File: src/rtl/seq_div16by8.sv
// Sequential restoring divider: 16-bit dividend / 8-bit divisor -> 8-bit quotient and remainder.
// One quotient bit per BUSY cycle, valid/ready on both sides, divide-by-zero and overflow flags.
module seq_div16by8 (
    input  logic        clk,
    input  logic        rst_n,
    input  logic        in_valid,
    output logic        in_ready,
    input  logic [15:0] dat_in_a,
    input  logic [7:0]  dat_in_b,
    output logic        out_valid,
    input  logic        out_ready,
    output logic [7:0]  quo_o,
    output logic [7:0]  rem_o,
    output logic        dz_o,
    output logic        ovf_o
);
    localparam logic [1:0] ST_IDLE = 2'd0;
    localparam logic [1:0] ST_BUSY = 2'd1;
    localparam logic [1:0] ST_DONE = 2'd2;

    logic [1:0] state_q, state_d;
    // The 9-bit partial remainder always satisfies r < d, so only its low byte is stored.
    logic [7:0] r_q, r_d;
    logic [7:0] s_q, s_d;
    logic [7:0] d_q, d_d;
    logic [2:0] cnt_q, cnt_d;
    logic       scdz_q, scdz_d;
    logic       scovf_q, scovf_d;
    logic [7:0] quo_q, quo_d;
    logic [7:0] rem_q, rem_d;
    logic       dz_q, dz_d;
    logic       ovf_q, ovf_d;

    logic [8:0] t;
    logic       qbit;
    logic [7:0] r_step;
    logic [7:0] s_step;

    assign t      = {r_q, s_q[7]};
    assign qbit   = (t >= {1'b0, d_q});
    assign r_step = qbit ? 8'(t - {1'b0, d_q}) : t[7:0];
    assign s_step = {s_q[6:0], qbit};

    always_comb begin
        state_d = state_q;
        r_d     = r_q;
        s_d     = s_q;
        d_d     = d_q;
        cnt_d   = cnt_q;
        scdz_d  = scdz_q;
        scovf_d = scovf_q;
        quo_d   = quo_q;
        rem_d   = rem_q;
        dz_d    = dz_q;
        ovf_d   = ovf_q;
        case (state_q)
            ST_IDLE: begin
                if (in_valid) begin
                    // Shortcut results park for one BUSY cycle so they surface one edge after accept.
                    state_d = ST_BUSY;
                    d_d     = dat_in_b;
                    cnt_d   = 3'd0;
                    if (dat_in_b == 8'd0) begin
                        scdz_d  = 1'b1;
                        scovf_d = 1'b0;
                        r_d     = dat_in_a[7:0];
                        s_d     = 8'hFF;
                    end else if (dat_in_a[15:8] >= dat_in_b) begin
                        scdz_d  = 1'b0;
                        scovf_d = 1'b1;
                        r_d     = 8'hFF;
                        s_d     = 8'hFF;
                    end else begin
                        scdz_d  = 1'b0;
                        scovf_d = 1'b0;
                        r_d     = dat_in_a[15:8];
                        s_d     = dat_in_a[7:0];
                    end
                end
            end
            ST_BUSY: begin
                if (scdz_q || scovf_q) begin
                    state_d = ST_DONE;
                    quo_d   = s_q;
                    rem_d   = r_q;
                    dz_d    = scdz_q;
                    ovf_d   = scovf_q;
                end else begin
                    r_d   = r_step;
                    s_d   = s_step;
                    cnt_d = cnt_q + 3'd1;
                    if (cnt_q == 3'd7) begin
                        state_d = ST_DONE;
                        quo_d   = s_step;
                        rem_d   = r_step;
                        dz_d    = 1'b0;
                        ovf_d   = 1'b0;
                    end
                end
            end
            ST_DONE: begin
                if (out_ready) begin
                    state_d = ST_IDLE;
                end
            end
            default: state_d = ST_IDLE;
        endcase
    end

    always_ff @(posedge clk or negedge rst_n) begin
        if (!rst_n) begin
            state_q <= ST_IDLE;
            r_q     <= 8'd0;
            s_q     <= 8'd0;
            d_q     <= 8'd0;
            cnt_q   <= 3'd0;
            scdz_q  <= 1'b0;
            scovf_q <= 1'b0;
            quo_q   <= 8'd0;
            rem_q   <= 8'd0;
            dz_q    <= 1'b0;
            ovf_q   <= 1'b0;
        end else begin
            state_q <= state_d;
            r_q     <= r_d;
            s_q     <= s_d;
            d_q     <= d_d;
            cnt_q   <= cnt_d;
            scdz_q  <= scdz_d;
            scovf_q <= scovf_d;
            quo_q   <= quo_d;
            rem_q   <= rem_d;
            dz_q    <= dz_d;
            ovf_q   <= ovf_d;
        end
    end

    assign in_ready  = (state_q == ST_IDLE) && rst_n;
    assign out_valid = (state_q == ST_DONE);
    assign quo_o     = quo_q;
    assign rem_o     = rem_q;
    assign dz_o      = dz_q;
    assign ovf_o     = ovf_q;
endmodule
File: config.mk
export PLATFORM = sky130hd
export DESIGN_NAME = seq_div16by8
export DESIGN_NICKNAME = d
export VERILOG_FILES = /design/src/rtl/seq_div16by8.sv
export SDC_FILE = /design/constraint.sdc
export NUM_CORES = 1
export LEC_CHECK = 0
export CAP_MARGIN = 20
export CORE_MARGIN = 2
export CORE_UTILIZATION = 50
export CTS_BUF_LIST = sky130_fd_sc_hd__clkbuf_2 sky130_fd_sc_hd__clkbuf_4 sky130_fd_sc_hd__clkbuf_8
export DETAILED_ROUTE_END_ITERATION = 8
export GPL_ROUTABILITY_DRIVEN = 0
export PLACE_DENSITY = 0.84
export SLEW_MARGIN = 20
export SYNTH_ARGS = -nofsm -noshare
export SYNTH_HDL_FRONTEND = slang
export SYNTH_SLANG_ARGS = --single-unit
File: constraint.sdc
create_clock -name clk -period 2.5 [get_ports clk]
set_input_delay 0.625 -clock clk [delete_from_list [all_inputs] [get_ports clk]]
set_output_delay 0.625 -clock clk [all_outputs]
set_load 0.02 [all_outputs]
==> results.txt <==
The die covers ~0.0064 mm2. The area used by multi-input combinational logic came out at roughly 0.0015 mm2. The synthesized area came out at 0.00289 mm2. The share of synthesized flip-flops with an asynchronous set or reset came out at 1.00. The number of I/O port buffers is 47.

In the finished design, the share of the clock period the worst path needs comes to 0.955. The proportion of synthesized chip area in sequential cells is 0.425. The maximum buffer depth of the clock tree is 2. The largest driver fanout on the critical path came out at 3. The final number of max-transition violations came out at 0.

The region available for standard cell placement spans around 0.0055 mm2. The fmax is 0.419 GHz. The clock period minus worst slack is ~2.4 ns. The number of top-level pins came out at 48. The HPWL after detailed placement is 5.78 mm. The all-layer global routing usage is 0.255. Once the clock tree was built, the resizer swapped 0 gates to a different size. The path class of the tightest hold or removal check is input pin to async pin. The proportion of power drawn by flip-flops and latches came out at 0.270.

Counting buffers and inverters, the worst setup path is 9 cells deep. For this run the aggregate overflow at the end of global routing stands at 0. The share of synthesized area in the top cell type comes to 0.425. The reg-to-reg critical path endpoint is rem_o[6]. The final antenna diode count came out at 0. The clock insertion delay at the later pin of the skew report is approximately 0.31 ns. The via count is between 2000 and 3000. The number of vias per cell after detailed routing came out at 5.92. The critical path ends at rem_o[6]. The critical path goes through inv_1, ha_1, fa_1, nand2b_1, a21oi_2, mux2i_1, a32oi_1, a211oi_2, o31ai_2.

Hold repair after CTS inserted 0 buffers. The design draws between 0.005 and 0.006 W. In this run the power spent charging and discharging nets is 0.00262 W. From left edge to right edge, the die measures around 80 um.

At the end of the flow, the number of nets in the layout was between 400 and 500. Summed over all layers, the routed wires come to between 7 and 8 mm. The clock sink count is 49.

The filler cells instantiated in the layout total 462. The static power due to leakage is between 1.5 and 2 nW. After synthesis, the cell types taking the most area are dfrtp_1, ha_1, nand2_1, a21oi_1, mux2i_1.

The part of the total power dissipated in the clock network is 0.090. The detailed-route DRC error count came out at 0. The run finished with clean final reports.

The internal power consumption is 0.00282 W. The startpoint identified for the worst register-to-register timing path is s_q[7]. Broken down by cell family, the worst path's largest delay share belongs to compound AO/OA/AOI/OAI gates. The initial antenna violation count is 0. The power density relative to cell area came out at approximately 1500 mW/mm2.

Setup repair after global routing left no endpoint under its margin. The number of enable-type register cells in the synthesized netlist is 0. The worst slew slack as a fraction of its limit came out at 0.591.

Synthesis produced a netlist whose cell count is ~320. After synthesis, the most frequently instantiated cells are dfrtp_1, nand2_1, inv_1. The area growth from synthesis to layout is 27.8%.

The largest area contributor in the netlist is dfrtp_1. The number of CTS-inserted buffers is 5. The clock skew is 0.0104 ns. After synthesis, the netlist uses 48 different library cells. A synthesized cell averages 9.16 um2.

STA classifies the critical path startpoint as a register. The area used by sequential logic in the layout is 0.00123 mm2. The number of nets in the synthesized netlist came out at 362. The length of the first detailed-routing pass in iterations is 5. The vertical extent of the die came out at 80.0 um. The number of nets with antenna violations after detailed routing came out at 0. The most instantiated library cell after synthesis is dfrtp_1. TritonCTS built the clock tree.

The fraction of layout instances using a drive strength above 1 came out at 0.129. The root buffer cell chosen for the clock tree is clkbuf_8. The via count of the first global-routing pass is ~2600.

The worst setup path is captured at a register. The max capacitance violation total is 0. The pin count of the biggest net entering global routing is 50. The peak supply drop is around 0.66 mV. The worst setup path is of the register to register kind.

The switching part of the total is 0.482. At the worst endpoint, the arrival time is around 2.6 ns. The first global-routing pass estimated between 10 and 15 mm of wire. The Yosys warning count came out at 0. The initial core utilization came out at 0.521.

The combined buffer and inverter count along the critical path is 1. The most used flip-flop cell after synthesis is dfrtp_1. The H-tree was split into 2 levels.

In this run the register-to-register setup slack is around 0.11 ns. The data required time at the worst endpoint came out at about 2.7 ns. After floorplanning, the core was divided into 27 placement rows.

The number of setup buffers added after CTS is 0. The count of final setup violators is 0. The number of DRC markers after the initial detailed-route iteration is 292. The slowest stage of the critical path is the fa_1 cell. At the pin with the least slew margin, the transition time is around 0.61 ns. Tracing the worst setup path back leads to its startpoint at s_q[7]. Dividing the detail-routed wire length by the instance count gives approximately 17 um. The final hold violation count is 0. The number of cells on the worst reg-to-reg path came out at 9. The total of flip-flops plus latches after synthesis came out at just under 50. The clock slew seen by the registers of the worst setup and hold paths is approximately 0.090 ns. The final core utilization is 0.666. The worst stage delay on the critical path is ~0.4 ns. The share of power burned in combinational logic is 0.640.
## cell type report
cell class                      instances  area share
Multi-Input combinational cell        222       0.409
Clock inverter                          3     0.00712
Sequential cell                        49       0.332
Clock buffer                            5      0.0187
Timing Repair Buffer                   73       0.179
Inverter                               29      0.0295
Tap cell                               72      0.0244
## metrics by stage
| stage | cell area [um2] | cells | hold slack [ns] | setup TNS (ns) | setup slack, ns |
|---|---|---|---|---|---|
| 6_report | 3690 | 453 | 0.463 | 0 | 0.114 |
| 4_1_cts | 3660 | 453 | 0.491 | 0 | 0.0238 |
| 5_1_grt | 3690 | 453 | 0.503 | 0 | 0.0126 |
| 3_3_place_gp | 3570 | 445 | 0.460 | -0.844 | -0.0724 |
| 2_1_floorplan | 2890 | 315 | 0.329 | 0 | 0.343 |
| 3_5_place_dp | 3570 | 445 | 0.470 | -1.83 | -0.150 |
## cells in the final DEF, fill, tap and decap left out, drive strengths merged, types with 2 or more instances in the layout
| master | count |
|---|---|
| xor2 | 2 |
| a22o | 4 |
| nor2 | 17 |
| mux2i | 11 |
| a21oi | 23 |
| nand2b | 6 |
| nand2 | 44 |
| o221ai | 9 |
| dfrtp | 49 |
| o211ai | 10 |
| clkdlybuf4s50 | 46 |
| and2 | 3 |
| nor4 | 2 |
| nand3 | 8 |
| inv | 30 |
| a221oi | 3 |
| a21o | 3 |
| nor3 | 4 |
| a211o | 2 |
| buf | 27 |
| ha | 18 |
| o22ai | 8 |
| o31ai | 4 |
| o21ai | 23 |
| clkbuf | 5 |
| clkinvlp | 2 |
| a211oi | 5 |
## layer usage
layer,routed length (um),GRT usage,vias to the layer above
li1,-,-,1252
met4,232,0.112,0
met1,3140,0.315,1289
met5,0,0,-
met2,3780,0.435,117
met3,432,0.0430,25
## worst min path at each step
stage	endpoint	cells after the start
after floorplan	cnt_q[0]	0
after global placement	quo_o[1]	2
after detailed placement	quo_o[3]	2
after CTS	quo_o[2]	2
after global routing	quo_o[3]	2
final	d_q[5]	2
## power groups by stage
stage               Sequential (W)  Combinational (W)  Clock, W
floorplan                  0.00157            0.00219         0
global placement           0.00146            0.00325         0
detailed placement         0.00148            0.00336         0
CTS                        0.00146            0.00340  0.000499
global route               0.00151            0.00379  0.000530
finish                     0.00147            0.00349  0.000492
## kinds of logic after synthesis
family	after synthesis	share of synthesized area
xor+xnor	3	0.00910
mux	11	0.0381
simple gates	91	0.142
compound gates	98	0.238
buf+inv	44	0.0624
fa+ha+maj	19	0.0850
flops	49	0.425
## flip-flops by register name, summed over array words and instances (netlist names)
register / count
d_q: 8
quo_o: 8
r_q: 8
rem_o: 8
s_q: 8
cnt_q: 3
state_q: 2
dz_o: 1
ovf_o: 1
scdz_q: 1
scovf_q: 1
Power figures use the tool's default switching activity.
